==> src/rtl/multiplier_pkg.sv <==
// Shared defaults, derived constants and FSM state type for the iterative multiplier.
package multiplier_pkg;

    localparam int MUL_DATA_W  = 64;
    localparam int MUL_BLOCK_W = 16;
    localparam int MUL_LANES   = 4;

    localparam int MUL_NB   = MUL_DATA_W / MUL_BLOCK_W;
    localparam int MUL_NPP  = MUL_NB * MUL_NB;
    localparam int MUL_ITER = MUL_NPP / MUL_LANES;

    typedef enum logic [1:0] {
        IDLE = 2'd0,
        BUSY = 2'd1,
        DONE = 2'd2
    } mul_state_e;

endpackage

==> src/rtl/mul_block_unit.sv <==
// Combinational BLOCK_W x BLOCK_W -> 2*BLOCK_W unsigned block multiplier.
module mul_block_unit
    import multiplier_pkg::*;
#(
    parameter int BLOCK_W = MUL_BLOCK_W
) (
    input  logic [BLOCK_W-1:0]   a,
    input  logic [BLOCK_W-1:0]   b,
    output logic [2*BLOCK_W-1:0] p
);

    assign p = (2*BLOCK_W)'(a) * (2*BLOCK_W)'(b);

endmodule

==> src/rtl/multiplier_iterative.sv <==
// Iterative DATA_W x DATA_W multiplier: LANES block multipliers reused over ITER cycles.
// Optional macro MULT_ITER_OVERLAP_EN lets a new operand pair be accepted while a result retires.
module multiplier_iterative
    import multiplier_pkg::*;
#(
    parameter int DATA_W  = MUL_DATA_W,
    parameter int BLOCK_W = MUL_BLOCK_W,
    parameter int LANES   = MUL_LANES
) (
    input  logic                clk_i,
    input  logic                rst_i,
    input  logic                valid_i,
    output logic                ready_o,
    input  logic [DATA_W-1:0]   indata_a_i,
    input  logic [DATA_W-1:0]   indata_b_i,
    output logic                valid_o,
    input  logic                ready_i,
    output logic [2*DATA_W-1:0] outdata_r_o,
    output mul_state_e          dbg_state
);

    localparam int NB    = DATA_W / BLOCK_W;
    localparam int NPP   = NB * NB;
    localparam int ITER  = NPP / LANES;
    localparam int CNT_W = (ITER > 1) ? $clog2(ITER) : 1;
    localparam int PW    = 2 * DATA_W;

    mul_state_e       state, state_d;
    logic [DATA_W-1:0] a_q, b_q;
    logic [PW-1:0]     acc, acc_nxt, res, pp_sum;
    logic [CNT_W-1:0]  cnt;
    logic              accept, last;
    logic [PW-1:0]     lane_pp [LANES];

    // Handshake: a transfer happens on a rising edge where valid and ready are both high.
    // Producer side: valid_i/ready_o; consumer side: valid_o/ready_i.
    assign valid_o = (state == DONE);
`ifdef MULT_ITER_OVERLAP_EN
    // In DONE the slot frees as the result leaves, so ready_o follows ready_i combinationally.
    assign ready_o = (state == IDLE) || ((state == DONE) && ready_i);
`else
    assign ready_o = (state == IDLE);
`endif
    assign accept    = valid_i && ready_o;
    assign last      = (cnt == CNT_W'(ITER - 1));
    assign dbg_state = state;
    assign outdata_r_o = res;

    // Lane l handles partial product k = cnt*LANES + l; a block = k mod NB, b block = k div NB.
    for (genvar l = 0; l < LANES; l++) begin : g_lane
        logic [31:0]          k, a_idx, b_idx;
        logic [BLOCK_W-1:0]   blk_a, blk_b;
        logic [2*BLOCK_W-1:0] prod;

        assign k     = 32'(cnt) * 32'(LANES) + 32'(l);
        assign a_idx = k % 32'(NB);
        assign b_idx = k / 32'(NB);
        assign blk_a = BLOCK_W'(a_q >> (a_idx * 32'(BLOCK_W)));
        assign blk_b = BLOCK_W'(b_q >> (b_idx * 32'(BLOCK_W)));

        mul_block_unit #(.BLOCK_W(BLOCK_W)) u_blk (
            .a(blk_a),
            .b(blk_b),
            .p(prod)
        );

        assign lane_pp[l] = PW'(prod) << ((a_idx + b_idx) * 32'(BLOCK_W));
    end

    always_comb begin
        pp_sum = '0;
        for (int l = 0; l < LANES; l++) begin
            pp_sum = pp_sum + lane_pp[l];
        end
    end

    assign acc_nxt = acc + pp_sum;

    always_ff @(posedge clk_i or posedge rst_i) begin
        if (rst_i) begin
            state <= IDLE;
        end else begin
            state <= state_d;
        end
    end

    always_comb begin
        state_d = state;
        case (state)
            IDLE: if (valid_i) state_d = BUSY;
            BUSY: if (last) state_d = DONE;
            DONE: if (ready_i) state_d = accept ? BUSY : IDLE;
            default: state_d = IDLE;
        endcase
    end

    // The result register is separate from acc so the output holds while the next op accumulates.
    always_ff @(posedge clk_i or posedge rst_i) begin
        if (rst_i) begin
            a_q <= '0;
            b_q <= '0;
            acc <= '0;
            cnt <= '0;
            res <= '0;
        end else if (accept) begin
            a_q <= indata_a_i;
            b_q <= indata_b_i;
            acc <= '0;
            cnt <= '0;
        end else if (state == BUSY) begin
            acc <= acc_nxt;
            if (last) begin
                res <= acc_nxt;
            end else begin
                cnt <= cnt + CNT_W'(1);
            end
        end
    end

endmodule

==> config.mk <==
export PLATFORM = sky130hd
export DESIGN_NAME = multiplier_iterative
export DESIGN_NICKNAME = d
export VERILOG_FILES = /design/src/rtl/multiplier_pkg.sv /design/src/rtl/mul_block_unit.sv /design/src/rtl/multiplier_iterative.sv
export SDC_FILE = /design/constraint.sdc
export NUM_CORES = 2
export LEC_CHECK = 0
export BUFFER_PORTS_ARGS = -buffer_cell sky130_fd_sc_hd__buf_2
export CAP_MARGIN = 20
export CORE_ASPECT_RATIO = 1.4
export CORE_UTILIZATION = 50
export CTS_CLUSTER_SIZE = 8
export DETAILED_ROUTE_END_ITERATION = 8
export GPL_TIMING_DRIVEN = 0
export PLACE_DENSITY = 0.66
export SYNTH_ARGS = -nofsm -noshare
export SYNTH_HDL_FRONTEND = slang
export SYNTH_SLANG_ARGS = --single-unit
==> constraint.sdc <==
create_clock -name clk_i -period 13.25 [get_ports clk_i]
set_input_delay 1.325 -clock clk_i [delete_from_list [all_inputs] [get_ports clk_i]]
set_output_delay 1.325 -clock clk_i [all_outputs]
set_load 0.005 [all_outputs]
==> results.cfg <==
[sta]
drv_slew = 0
rsz0062_at_grt = true
period_needed_ns = 13.20
fmax_ghz = 0.0757
maxSlewHeadroom_pct = 16.6
period_share_pct = 99.7
fin_worst_skew_ns = 0.0427
hold_viol_final = 0
worst_pin_slew_ns = 1.25
setup_violations = 0
hold-worst-slack_ns = 0.471

[floorplan]
num_io_pins = 264
die_h_um = 440
die_area_um2 = 138000
core.rowCount = 160
die_w_um = 315
fp.coreArea_um2 = 136000
initial_utilization_pct = 50.4

[drt]
ant_nets = 0
via_per_inst = 5.94
vias = 61372
routed_wl_um = 315000
drt-initial-drc-count = 5322
drc_errors = 0
first_pass_iters = 6
wl_per_cell_um = 30.5

[clocking]
clkSlewWorstSetupHoldPaths_ns = 0.06
clock_latency_ns = 0.71
cts_tree = done
cts_root_buffer = clkbuf_16
clk_path_buf_depth = 3
cts.sinks = 388
cts_max_level = 2
cts_buffers = 56

[layout]
finalNetCount = 10358
fillers = 12670
layout.area.seq_um2 = 9710
multiInputGateArea_um2 = 53700
postLayoutCoreUtil_pct = 56.4
drive_gt1_share_pct = 9.26
area_growth_pct = 12.0

[synthesis]
synth_area_per_cell_um2 = 8.50
ys_seq_elements = 388
synthFlopType = dfrtp_1
ys_async_sr_fraction_pct = 100
ys_seq_area_share_pct = 14.2
synth_cells = 8045
yosysUniqueCellTypes = 88
synth_most_common_cell = nand2_1
synth-edff-count = 0
synth_top_area_cell = fa_1
synth_commonest_cells = nand2_1 (1532), inv_1 (1243), fa_1 (1109)
synth.area.top_cells = fa_1 (32%), dfrtp_1 (14%), ha_1 (11%)
syn-cell-area_um2 = 68400
yosysWarnings = 0
synth_top_cell_area_share_pct = 32.5

[placement]
hpwl_um = 264000
io_buffers = 263
gp_congestion = 1.13

[grt]
antenna_found_initial = 27
grt_max_degree = 103
grt_pass1_wl_um = 448000
grt.total_usage_pct = 46.3
grt-ovfl-total = 0
grt_pass1_vias = 63612

[critical_path]
path_class = reg2reg
start_kind = flop
slowest_delay_ns = 0.77
cp.arrival_ns = 13.77
required_ns = 13.82
end_kind = flop
cp_slowest_cell = mux4_2
crit_path_max_fanout = 10
crit_path_frequent_cell = fa_1

[flow_run]
cap_viol_max_count = 0

[run_status]
status = finished, final reports clean

[min_path]
hp-class = reg2reg
kinds of logic after synthesis:
logic type | after synthesis | synth area share [%]
adders and majority gates | 1702 | 43.3
buffers and inverters | 1672 | 9.21
and+or+nand+nor | 2760 | 18.2
xor gates and xnor gates | 238 | 3.05
DFF | 388 | 14.2
other | 2 | 0.0110
AOI/OAI and AO/OA | 1239 | 11.1
muxes | 44 | 0.948
final cells by class:
class | instances | area share (%)
timing repair buffer | 405 | 3.92
inverter | 1243 | 6.10
clock buffer | 62 | 1.89
multi-input combinational | 6030 | 70.2
antenna | 22 | 0.0719
tap | 1782 | 2.91
sequential | 388 | 12.7
buffer | 400 | 2.16
clock inverter | 5 | 0.106
path summary, 6_finish.rpt:
| kind | startpoint | end | slack (ns) | depth (start not counted) |
|---|---|---|---|---|
| max in group asynchronous | rst_i | outdata_r_o[54] | 11.09 | 4 |
| min | b_q[20] | b_q[20] | 0.47 | 2 |
| min reg2reg | b_q[20] | b_q[20] | 0.47 | 2 |
| min in group asynchronous | rst_i | acc[29] | 0.66 | 2 |
| max reg2reg | cnt[0] | outdata_r_o[122] | 0.05 | 40 |
| max | cnt[0] | outdata_r_o[122] | 0.05 | 40 |
worst max-delay path, delay by kind of cell, from the launching register on:
family | cells | cell delay [ns]
DFF | 1 | 0.41
buffers and inverters | 9 | 1.60
adders and majority gates | 11 | 5.17
xor gates and xnor gates | 2 | 0.51
AOI/OAI and AO/OA | 9 | 2.78
and+or+nand+nor | 8 | 1.77
muxes | 1 | 0.77
stage by stage:
step	cells	TNS [ns]	area [um2]	setup slack [ns]
after floorplan	8090	0	68600	1.14
after global placement	10135	-2183.62	72100	-4.93
after detailed placement	10208	-496.83	73200	-3.70
after CTS	10301	-0.000917	75800	-0.000917
after global routing	10321	-0.134	76500	-0.0712
final	10337	0	76600	0.0451
sequential cells by signal (all words and copies together), names as in the netlist:
signal and count:
acc 128, outdata_r_o 128, a_q 64, b_q 64, cnt 2, dbg_state 2
layout by cell type (no fill, tap or decap), types with 56 or more instances in the layout:
master	instances
buf_2	292
nand4_1	82
nand2b_1	56
and2_1	454
clkbuf_16	56
nor2_1	364
a21o_1	110
fa_1	1109
inv_1	1242
nand2_1	1529
xor2_1	86
xnor2_1	123
clkbuf_1	302
dfrtp_1	387
buf_4	65
o21ai_0	398
a21oi_1	285
ha_1	586
timing repair:
item | in CTS | in global routing
pin swaps | 18 | 27
gates resized for setup | 169 | 159
setup endpoints to repair | 214 | 147
hold buffers | 0 | 0
buffers inserted | 42 | 19
metal layers:
layer / vias to the layer above / GRT usage (%) / wire (um)
met1: 30507 / 48.1 / 101000
met3: 1362 / 9.70 / 24800
met5: - / 0 / 139
met2: 3304 / 74.7 / 145000
li1: 26179 / - / -
met4: 20 / 50.1 / 44100
Power is not shown: default switching activity piles up to over one toggle a cycle in this logic, so the estimate is an artifact.
